`config.mk`:
```
export PLATFORM = sky130hd
export DESIGN_NAME = pcn_predict
export DESIGN_NICKNAME = d
export VERILOG_FILES = /design/src/rtl/pcn_pkg.sv /design/src/rtl/pcn_bht.sv /design/src/rtl/pcn_predict.sv
export SDC_FILE = /design/constraint.sdc
export NUM_CORES = 1
export LEC_CHECK = 0
export CELL_PAD_IN_SITES_DETAIL_PLACEMENT = 1
export CELL_PAD_IN_SITES_GLOBAL_PLACEMENT = 2
export CORE_MARGIN = 2
export CORE_UTILIZATION = 29
export DETAILED_ROUTE_END_ITERATION = 8
export PLACE_DENSITY = 0.82
export RECOVER_POWER = 100
export SLEW_MARGIN = 10
export SYNTH_ARGS = -nofsm -noshare
export SYNTH_HDL_FRONTEND = slang
export SYNTH_HIERARCHICAL = 1
export SYNTH_SLANG_ARGS = --single-unit
```
`constraint.sdc`:
```
create_clock -name clk -period 6.2 [get_ports clk]
set_clock_uncertainty 0.05 [all_clocks]
set_input_delay 1.24 -clock clk [delete_from_list [all_inputs] [get_ports clk]]
set_output_delay 1.24 -clock clk [all_outputs]
set_load 0.01 [all_outputs]
```
`src/rtl/pcn_pkg.sv`:
```
// Shared definitions for the next-PC predictor.
// Holds the control-transfer class codes, the branch-type codes (funct3),
// the branch counter type with its reset value, and the counter update helper.
package pcn_pkg;

  // Control-transfer class carried with each instruction; any other value is non-control
  localparam logic [2:0] S_BR   = 3'd1;
  localparam logic [2:0] S_JAL  = 3'd2;
  localparam logic [2:0] S_JALR = 3'd3;

  // Conditional branch types (RV64I funct3)
  localparam logic [2:0] B_EQ  = 3'b000;
  localparam logic [2:0] B_NE  = 3'b001;
  localparam logic [2:0] B_LT  = 3'b100;
  localparam logic [2:0] B_GE  = 3'b101;
  localparam logic [2:0] B_LTU = 3'b110;
  localparam logic [2:0] B_GEU = 3'b111;

  localparam int unsigned PERF_W = 32;

  typedef logic [1:0] bht_ctr_t;
  localparam bht_ctr_t WEAK_NT = 2'b01;

  // 2-bit saturating counter step
  function automatic bht_ctr_t ctr_update(input bht_ctr_t ctr, input logic taken);
    bht_ctr_t res;
    res = ctr;
    if (taken && ctr != 2'b11) res = ctr + 2'(1);
    else if (!taken && ctr != 2'b00) res = ctr - 2'(1);
    return res;
  endfunction

endpackage

```
`src/rtl/pcn_bht.sv`:
```
// Branch history table: DEPTH 2-bit saturating counters.
// Ports: clk/rst (async active-high), rd_idx/rd_ctr asynchronous read,
// upd_en/upd_idx/upd_taken synchronous update. A read at the index being
// updated in the same cycle returns the pre-update value.
module pcn_bht
  import pcn_pkg::*;
#(
  parameter int unsigned DEPTH = 64,
  localparam int unsigned IDX_W = $clog2(DEPTH)
) (
  input  logic             clk,
  input  logic             rst,
  input  logic [IDX_W-1:0] rd_idx,
  output bht_ctr_t         rd_ctr,
  input  logic             upd_en,
  input  logic [IDX_W-1:0] upd_idx,
  input  logic             upd_taken
);

  bht_ctr_t ctr_q [DEPTH];

  // Counter array with single update port
  always_ff @(posedge clk or posedge rst) begin
    if (rst) begin
      for (int i = 0; i < int'(DEPTH); i++) ctr_q[i] <= WEAK_NT;
    end else if (upd_en) begin
      ctr_q[upd_idx] <= ctr_update(ctr_q[upd_idx], upd_taken);
    end
  end

  assign rd_ctr = ctr_q[rd_idx];

endmodule

```
`src/rtl/pcn_predict.sv`:
```
// Next-PC generator: fetch PC register, decode-time branch prediction from a
// counter table, execute-time resolution with redirect and flush requests.
// Ports: clk/rst (async active-high); if_ready, pc (fetch); id_* (decode
// prediction, id_pred_taken); ex_* (resolution); flush_if/flush_id;
// perf_branches/perf_mispredicts.
// Define PCN_PERF_EN to build the saturating perf counters; otherwise the
// perf ports read 0.
module pcn_predict
  import pcn_pkg::*;
#(
  parameter int unsigned DATA_WIDTH = 64,
  parameter int unsigned BHT_DEPTH  = 64,
  parameter logic [DATA_WIDTH-1:0] RESET_PC = DATA_WIDTH'(64'h8000_0000)
) (
  input  logic                  clk,
  input  logic                  rst,
  input  logic                  if_ready,
  output logic [DATA_WIDTH-1:0] pc,
  input  logic                  id_valid,
  input  logic [DATA_WIDTH-1:0] id_pc,
  input  logic [2:0]            id_specinst,
  input  logic [DATA_WIDTH-1:0] id_target,
  output logic                  id_pred_taken,
  input  logic                  ex_valid,
  input  logic [2:0]            ex_specinst,
  input  logic [2:0]            ex_detail,
  input  logic                  ex_cmp,
  input  logic [DATA_WIDTH-1:0] ex_pc,
  input  logic [DATA_WIDTH-1:0] ex_take_target,
  input  logic                  ex_pred_taken,
  output logic                  flush_if,
  output logic                  flush_id,
  output logic [PERF_W-1:0]     perf_branches,
  output logic [PERF_W-1:0]     perf_mispredicts
);

  localparam int unsigned IDX_W = $clog2(BHT_DEPTH);
  localparam logic [DATA_WIDTH-1:0] PC_STEP = DATA_WIDTH'(4);

  logic [IDX_W-1:0]      id_idx;
  logic [IDX_W-1:0]      ex_idx;
  bht_ctr_t              id_ctr;
  logic                  ex_br;
  logic                  ex_actual;
  logic                  ex_redirect;
  logic                  id_redirect;
  logic [DATA_WIDTH-1:0] ex_target;
  logic [DATA_WIDTH-1:0] pc_next;
  logic                  unused_id_pc;

  assign id_idx = id_pc[IDX_W+1:2];
  assign ex_idx = ex_pc[IDX_W+1:2];
  // Only the index bits of the decode PC feed the table
  assign unused_id_pc = ^{id_pc[DATA_WIDTH-1:IDX_W+2], id_pc[1:0]};

  pcn_bht #(.DEPTH(BHT_DEPTH)) u_bht (
    .clk       (clk),
    .rst       (rst),
    .rd_idx    (id_idx),
    .rd_ctr    (id_ctr),
    .upd_en    (ex_br),
    .upd_idx   (ex_idx),
    .upd_taken (ex_actual)
  );

  // Decode prediction: JAL always taken, JALR never, BR from counter MSB
  assign id_pred_taken = id_valid &
                         ((id_specinst == S_JAL) | ((id_specinst == S_BR) & id_ctr[1]));
  assign id_redirect   = id_pred_taken;

  assign ex_br = ex_valid & (ex_specinst == S_BR);

  // Resolve actual direction; undefined branch types resolve not-taken
  always_comb begin
    ex_actual = 1'b0;
    if (ex_specinst == S_JAL || ex_specinst == S_JALR) begin
      ex_actual = 1'b1;
    end else if (ex_specinst == S_BR) begin
      case (ex_detail)
        B_EQ, B_LT, B_LTU:  ex_actual = ex_cmp;
        B_NE, B_GE, B_GEU:  ex_actual = ~ex_cmp;
        default:            ex_actual = 1'b0;
      endcase
    end
  end

  assign ex_redirect = ex_valid & (((ex_specinst == S_BR) & (ex_actual != ex_pred_taken)) |
                                   (ex_specinst == S_JALR));
  assign ex_target   = ex_actual ? ex_take_target : ex_pc + PC_STEP;

  assign flush_if = ex_redirect | id_redirect;
  assign flush_id = ex_redirect;

  // Execute redirect overrides decode redirect, which overrides sequential fetch
  always_comb begin
    pc_next = pc;
    if (ex_redirect)      pc_next = ex_target;
    else if (id_redirect) pc_next = id_target;
    else if (if_ready)    pc_next = pc + PC_STEP;
  end

  always_ff @(posedge clk or posedge rst) begin
    if (rst) pc <= RESET_PC;
    else     pc <= pc_next;
  end

`ifdef PCN_PERF_EN
  // Saturating event counters
  always_ff @(posedge clk or posedge rst) begin
    if (rst) begin
      perf_branches    <= '0;
      perf_mispredicts <= '0;
    end else begin
      if (ex_br && perf_branches != '1)
        perf_branches <= perf_branches + PERF_W'(1);
      if (ex_br && ex_redirect && perf_mispredicts != '1)
        perf_mispredicts <= perf_mispredicts + PERF_W'(1);
    end
  end
`else
  assign perf_branches    = '0;
  assign perf_mispredicts = '0;
`endif

endmodule

```
==> metrics.csv <==
stage;metric;value;unit
run_status;status;complete, but fails checks;
run_status;violations;capacitance limit, slew limit;
timing;hold_violations;0;
global_route;grt_usage;0.242;
detailed_routing;drc;0;
detailed_routing;antenna_left;0;
setup_path;timing.rr.end;pc[60];
floorplan;die_h;227;um
cts;path_clk_slew;0.08;ns
cells_and_area;layout-drive-gt1-share;0.111;
floorplan;io_pins;403;
cts;holdBufCountCts;0;
setup_path;required;6.56;ns
cts;htreeDepth;4;
cts;cts.sinks;192;
timing;worst_slew_pin_slew;3.28;ns
global_route;grt_pass1_wl;93800;um
synth;avgSynthCellArea;8.25;um^2
floorplan;core;0.0490;mm^2
setup_path;cpMostUsedCell;mux4_2;
run;cap_violations;5;
min_path;hold_start;u_bht/ctr_q[36];
placed_design;placed_cells;2598;
timing;min_period_over_period;0.954;
global_route;grt_max_degree;103;
power;ir_drop;0.257;mV
cts;post-cts-setup-buffers;0;
setup_path;end_kind;flip-flop;
cts;clkLatencyLatePin;0.49;ns
setup_path;critPathKind;input port to flip-flop;
floorplan;rows;81;
setup_path;cp-start-kind;input port;
placed_design;gp_congestion;0.904;
timing;max_freq;169;MHz
setup_path;cpPeakStageDelay;1.10;ns
floorplan;die_w;227;um
setup_path;worstPathMaxFanout;33;
power;leakagePower;0.00674;uW
synth;yosys_warnings;6;
timing;finalCriticalPeriod;5.91;ns
synth;netlist_instances;1743;
min_path;min_delay_path_depth;2;
detailed_routing;routed_wl;62600;um
setup_path;ff2ff_path_depth;10;
setup_path;worst_ep_arrival_time;6.28;ns
setup_path;path_cells;clkdlybuf4s50_1 > buf_12 > mux4_2 > mux4_2 > mux4_2 > nand3b_1 > a21o_4 > clkinv_1 > clkbuf_1 > or3_1 > and3_1 > o22ai_1;
cells_and_area;final_nets;2229;
placed_design;hpwl;46600;um
cells_and_area;post-route-util;0.371;
detailed_routing;vias_per_cell;5.60;
placed_design;io_buffers;280;
setup_path;r2r-start;u_bht/ctr_q[11];
synth;syn-cell-area;0.0144;mm^2
global_route;gr-total-overflow;0;
power;p_per_area;220;mW/mm^2
detailed_routing;dr.pass1.iters;5;
cts;cts_resized;0;
timing;tns;0;ns
global_route;antenna_found_initial;8;
timing;maxSlewViolCount;182;
cells_and_area;area_growth;26.2;%
global_route;grt_pass1_vias;14700;
floorplan;start_util;0.294;
cts;cts_tree;built;
cts;numCtsBuffers;17;
setup_path;r2r_slack;1.39;ns
timing;grt_setup_unrepaired;false;
floorplan;dieArea;0.0514;mm^2
cells_and_area;fillers;5761;
timing;finalSetupViolCount;0;
cells_and_area;stdcell_count;2638;
cts;cts_root_buffer;clkbuf_16;
detailed_routing;drtIter0Drc;1125;
min_path;worstHoldEndpoint;u_bht/ctr_q[36];
detailed_routing;wire_per_inst;23.7;um
setup_path;slowest_stage;or3_1;
timing;relSlewSlack;-1.20;
cts;cts_buffer_depth;2;
detailed_routing;via_count;14800;
min_path;hp-class;flip-flop to flip-flop;
[state kept, by name (all words and copies together) (netlist names)]
signal / cells
u_bht/ctr_q: 128
pc: 64
[metrics by stage]
stage	setup slack (ns)	area, um^2	total power, uW	hold slack, ns
CTS	0.367	18200	4080	0.414
global placement	0.384	17600	2860	0.397
floorplan	0.906	14600	2260	0.390
detailed placement	0.362	17600	2890	0.403
finish	0.287	18100	4000	0.429
global route	0.153	18100	4200	0.445
[layer usage]
layer | track usage | vias to the layer above | wire length [um]
li1 | - | 6704 | -
met1 | 0.326 | 7425 | 27200
met2 | 0.394 | 558 | 29900
met3 | 0.0443 | 71 | 4120
met4 | 0.0711 | 2 | 1290
met5 | 0 | - | 13
[power breakdown]
part / leakage [uW] / internal (uW) / switching (uW) / total [uW]
combinational: 0.00416 / 559 / 648 / 1210
sequential: 0.00229 / 1400 / 219 / 1620
clock: 0.000286 / 575 / 596 / 1170
[cells in the final DEF (no fill, tap or decap), drive strengths merged, types with 64 or more instances in the layout]
cell           count
dlygate4sd3       67
dfrtp            127
a31oi             79
nand2            201
o21ai            143
nand3             65
nor2             236
dfstp             65
conb              64
clkdlybuf4s50    211
[how the worst max path moves through the flow]
stage / from / end / cells after the start
6_report: id_pc[2] / pc[60] / 12
5_1_grt: id_pc[2] / pc[7] / 12
4_1_cts: id_pc[2] / flush_if / 9
3_5_place_dp: id_pc[2] / flush_if / 9
3_3_place_gp: id_pc[2] / flush_if / 9
2_1_floorplan: id_pc[2] / flush_if / 10
[critical path: cells and delay by family]
| kind | cells | cell delay (ns) |
|---|---|---|
| buffers and inverters | 4 | 1.55 |
| AOI/OAI and AO/OA | 2 | 0.32 |
| muxes | 3 | 1.55 |
| and+or+nand+nor | 3 | 1.57 |
[area by class of cell]
cell class | count | area [um^2] | share of cell area
multi-input combinational | 1403 | 8610 | 0.474
sequential | 192 | 4890 | 0.269
inverter | 22 | 83.8 | 0.00462
tap | 664 | 831 | 0.0458
timing repair buffer | 317 | 3120 | 0.172
antenna | 8 | 20.0 | 0.00110
clock inverter | 15 | 173 | 0.00951
clock buffer | 17 | 425 | 0.0234
Power figures use the tool's default switching activity.
==> patch 1: new RTL, config.mk and constraints unchanged <==
Build with the macro `PCN_PERF_EN` defined.
--- a/src/rtl/pcn_predict.sv
+++ b/src/rtl/pcn_predict.sv
@@ -7,2 +7,4 @@
 // perf ports read 0.
+`define PCN_PERF_EN
+
 module pcn_predict
Check against the original RTL: not equivalent (Yosys sat finds a counterexample within 4 cycles, from zero or initial values and one cycle with rst high).
==> patch 1 against the original RTL <==
The flow still finishes with violations (capacitance limit, slew limit); area after synthesis rose by 13%; utilization grew 2.1 points; fmax is 2.6% lower; sequential cell count is 64 higher; register-to-register slack worse by 0.04 ns; design area rose by 19%; setup slack worse by 0.16 ns; total power grew 38%; wire length is 11% higher; critical path type is now in -> out; highest routed layer unchanged.
==> patch 1: results (changes against the original RTL) <==
.. list-table::
   :header-rows: 1

   * - Metric
     - Value
   * - First-pass GRT wire length
     - 104 mm (+11%)
   * - Result of the run
     - finished with violations
   * - Maximum number of pins on one net before global-route repair
     - 88 (-15%)
   * - Ys Warns
     - 6 (unchanged)
   * - Fin Setup TNS
     - 0 ns (unchanged)
   * - Via count of the first global-routing pass
     - 16.7k (+14%)
   * - H-tree depth
     - 2 (-2)
   * - Worst hold slack across all endpoints
     - 0.425 ns (-0.00398 ns)
   * - Sum of net half-perimeters after detailed placement
     - 50.9 mm (+9.2%)
   * - Leakage component of the power
     - 8.49 nW (+26%)
   * - Critical path data arrival time
     - 4.78 ns (-1.50 ns)
   * - Max-cap check violation count
     - 5 (unchanged)
   * - Peak supply drop
     - 171 µV (-33%)
   * - Worst-path maximum fanout
     - 16 (-52%)
   * - Violated checks
     - capacitance limit, slew limit
   * - R2R Setup Slk
     - 1.35 ns (-0.04 ns)
   * - M2 GR Usage
     - 39.7% (+0.28 points)
   * - Number of pins with negative max-slew slack in the final report
     - 247 (+36%)
   * - Worst min-delay path category
     - reg -> reg
   * - Average wire per cell in the routed design
     - 23.3 µm (-1.7%)
   * - Syn Nets
     - 2,167
   * - Biggest regs
     - u_bht/ctr_q (128), pc (64)
   * - Number of detailed-route iterations in the first pass
     - 5 (unchanged)
   * - Nets
     - 2,471 (+11%)
   * - Resized Gates After CTS
     - 0 (unchanged)
   * - Max Root-Sink Buffers
     - 3 (+1)
   * - Total track usage
     - 23.6% (-0.61 points)
   * - Antenna violations before repair
     - 18 (+10)
   * - Worst-Skew Late Latency
     - 0.56 ns (+0.07 ns)
   * - Num CTS Buffers
     - 35 (+18)
   * - Fraction of final layout cells sized beyond drive strength 1
     - 10.6% (-0.45 points)
   * - Clock transition at path regs
     - 0.05 ns (-0.03 ns)
   * - GR Layer Usage met1
     - 29.9% (-2.7 points)
   * - Met3 track demand over resource in global routing
     - 4.43% (-0.0054 points)
   * - Number of buffers added for setup after CTS
     - 0 (unchanged)
   * - Root buf cell
     - clkbuf_16
   * - Worst rel slew slack
     - -136% (-17 points)
   * - Count of input and output buffers
     - 344 (+23%)
   * - Via density
     - 5.42 (-3.1%)
   * - 1st-iter DRT viols
     - 1,114 (-0.98%)
   * - Post-Place Cell Area
     - 20,500 µm² (+16%)
   * - Placer's final routability congestion estimate
     - 0.888 (-1.8%)
[patch 1: layer usage]
layer,share of wire [%],up-vias
met5,0.085,-
met4,3.1,10
li1,-,7387
met2,49,419
met1,42,8205
met3,5.4,131
[patch 1: power breakdown]
group | switching [mW] | internal [mW] | total [mW]
Combinational | 0.647 | 0.569 | 1.22
Sequential | 0.225 | 1.84 | 2.07
Clock | 0.842 | 1.38 | 2.23
Total | 1.71 | 3.80 | 5.51
[patch 1: worst paths after layout]
path	from	endpoint	cells past startpoint
max	id_pc[2]	flush_if	10
min	u_bht/ctr_q[58]	u_bht/ctr_q[58]	2
max reg2reg	u_bht/ctr_q[121]	pc[42]	13
min reg2reg	u_bht/ctr_q[58]	u_bht/ctr_q[58]	2
max in group asynchronous	rst	pc[22]	3
min in group asynchronous	rst	u_bht/ctr_q[119]	2
[patch 1: worst max-delay path, stage by stage]
cell and delay [ns]:
clkdlybuf4s50_1 0.50, buf_12 0.20, mux4_2 0.55, mux4_2 0.49, mux4_2 0.49, nor2b_1 0.15
mux2i_1 0.20, or3b_4 0.29, nand2_1 0.12, clkdlybuf4s50_1 0.51
[patch 1: metrics by stage]
step / cells / setup WS (ns)
after global placement: 2904 / 0.127
after floorplan: 1889 / 0.728
after detailed placement: 2904 / 0.122
after global routing: 2978 / 0.0229
final: 2979 / 0.131
after CTS: 2967 / 0.108
[patch 1: final cells by class]
cell class,count,area (µm²)
multi-input cells,1488,9090
flip-flops and latches,256,6490
inverters,31,118
repair buffers,381,3740
fillers,6481,33600
clock buffers,46,957
diodes,12,30.0
well taps,748,936
clock inverters,17,280
==> patch 2: new RTL, same flow settings <==
Made on the original files. Register the output `id_pred_taken`, without a reset; this adds one clock of latency there. The other outputs are not delayed to match.
--- a/src/rtl/pcn_predict.sv
+++ b/src/rtl/pcn_predict.sv
@@ -39,2 +39,4 @@
 
+  logic id_pred_taken_d;
+
   logic [IDX_W-1:0]      id_idx;
@@ -66,5 +68,5 @@
   // Decode prediction: JAL always taken, JALR never, BR from counter MSB
-  assign id_pred_taken = id_valid &
+  assign id_pred_taken_d = id_valid &
                          ((id_specinst == S_JAL) | ((id_specinst == S_BR) & id_ctr[1]));
-  assign id_redirect   = id_pred_taken;
+  assign id_redirect   = id_pred_taken_d;
 
@@ -124,2 +126,6 @@
 
+  always_ff @(posedge clk) begin
+    id_pred_taken <= id_pred_taken_d;
+  end
+
 endmodule
Behaviour: not the same (Yosys sat finds a counterexample within 4 cycles, from zero or initial values and one cycle with rst high).
==> patch 2 against the original RTL <==
The flow still finishes with violations (capacitance limit, slew limit); utilization is essentially flat; highest routed layer unchanged; global-route usage up 1.6 points; count of clock-buffer cells in the layout is the same; critical path type is now in -> out; total power increased by 2.7%; area after synthesis fell by 0.94%; sequential cell count increased by 1; synthesized cell count down 0.69%; non-clock buffer count up 5; cell count decreased by 0.27%; setup slack got worse by 0.054 ns; wire length grew 4.6%; design area down 0.54%.
==> patch 2: results (changes against the original RTL) <==
.. list-table::
   :header-rows: 1

   * - Metric
     - Value
   * - Critical path data arrival time
     - 4.68 ns (-1.60 ns)
   * - Result of the run
     - finished with violations
   * - Via count of the first global-routing pass
     - 15.2k (+3.8%)
   * - Launch point of the worst hold path
     - u_bht/ctr_q[62]
   * - Layout filler cell count
     - 5,838 (+1.3%)
   * - Average wire per cell in the routed design
     - 24.9 µm (+4.8%)
   * - Nets
     - 2,226 (-0.13%)
   * - Max Root-Sink Buffers
     - 2 (unchanged)
   * - Worst-path maximum fanout
     - 16 (-52%)
   * - Violated checks
     - capacitance limit, slew limit
   * - Peak supply drop
     - 186 µV (-28%)
   * - First-pass GRT wire length
     - 97.9 mm (+4.3%)
   * - Placer's final routability congestion estimate
     - 0.902 (-0.24%)
   * - Post-Place Cell Area
     - 17,500 µm² (-0.65%)
   * - Number of pins with negative max-slew slack in the final report
     - 172 (-5.5%)
   * - R2R Setup Slk
     - 1.40 ns
   * - Terminus of the critical flop-to-flop path
     - pc[63]
   * - Sum of net half-perimeters after detailed placement
     - 49.0 mm (+5.0%)
   * - 1st-iter DRT viols
     - 1,150 (+2.2%)
   * - Via density
     - 5.65 (+0.92%)
   * - Total track usage
     - 25.8% (+1.6 points)
   * - Min-Delay Endpoint
     - u_bht/ctr_q[62]
   * - Biggest regs
     - u_bht/ctr_q (128), pc (64), id_pred_taken (1)
   * - Leakage component of the power
     - 6.63 nW (-1.6%)
   * - Maximum number of pins on one net before global-route repair
     - 74 (-28%)
   * - Max-cap check violation count
     - 4 (-1)
   * - Worst rel slew slack
     - -105% (+14 points)
   * - Antenna violations before repair
     - 7 (-1)
   * - Fraction of final layout cells sized beyond drive strength 1
     - 11.6% (+0.48 points)
   * - Worst-Skew Late Latency
     - 0.52 ns (+0.03 ns)
   * - Startpoint of the worst register-to-register path
     - u_bht/ctr_q[81]
==> patch 2: where the power goes <==
group / internal [mW] / total (mW) / switching [mW]
Combinational: 0.574 / 1.27 / 0.691
Clock: 0.557 / 1.20 / 0.647
Sequential: 1.41 / 1.64 / 0.226
Total: 2.54 / 4.11 / 1.56
==> patch 2: worst max path at each step <==
stage	slack [ns]	startpoint	endpoint
final	0.23	id_pc[2]	flush_if
after floorplan	1.07	id_pc[2]	flush_if
after detailed placement	0.26	id_pc[2]	flush_if
after CTS	0.26	id_pc[2]	flush_if
after global placement	0.30	id_pc[2]	flush_if
after global routing	0.12	id_pc[2]	pc[44]
==> patch 2: layout make-up <==
class | count | area, µm² | share of cell area [%]
clock inverter | 15 | 203 | 1.12
sequential | 193 | 4910 | 27.2
tap | 664 | 831 | 4.60
clock buffer | 17 | 425 | 2.36
antenna | 4 | 10.0 | 0.0555
inverter | 16 | 61.3 | 0.340
multi-input combinational | 1400 | 8490 | 47.0
timing repair buffer | 322 | 3120 | 17.3
==> patch 2: routing by layer <==
metal  part of all wire [%]  track usage, %  up-vias
met2                     48            43.1      521
met1                     42            32.4     7516
met5                  0.034               0        -
met4                    4.0            11.6        4
met3                    5.8            4.58      114
li1                       -               -     6701
==> patch 2: worst max-delay path: stages <==
cell and delay [ns]:
clkdlybuf4s50_1 0.51, buf_12 0.20, mux4_2 0.54, mux4_2 0.51, mux4_2 0.52, nand3b_1 0.11
a21o_2 0.18, nand2_1 0.25, clkdlybuf4s50_1 0.62
==> patch 2: through the flow <==
stage,instances,setup slack (ns),hold slack (ns)
global placement,2595,0.304,0.397
floorplan,1794,1.07,0.390
global route,2631,0.125,0.448
detailed placement,2595,0.259,0.405
finish,2631,0.233,0.429
CTS,2627,0.257,0.416
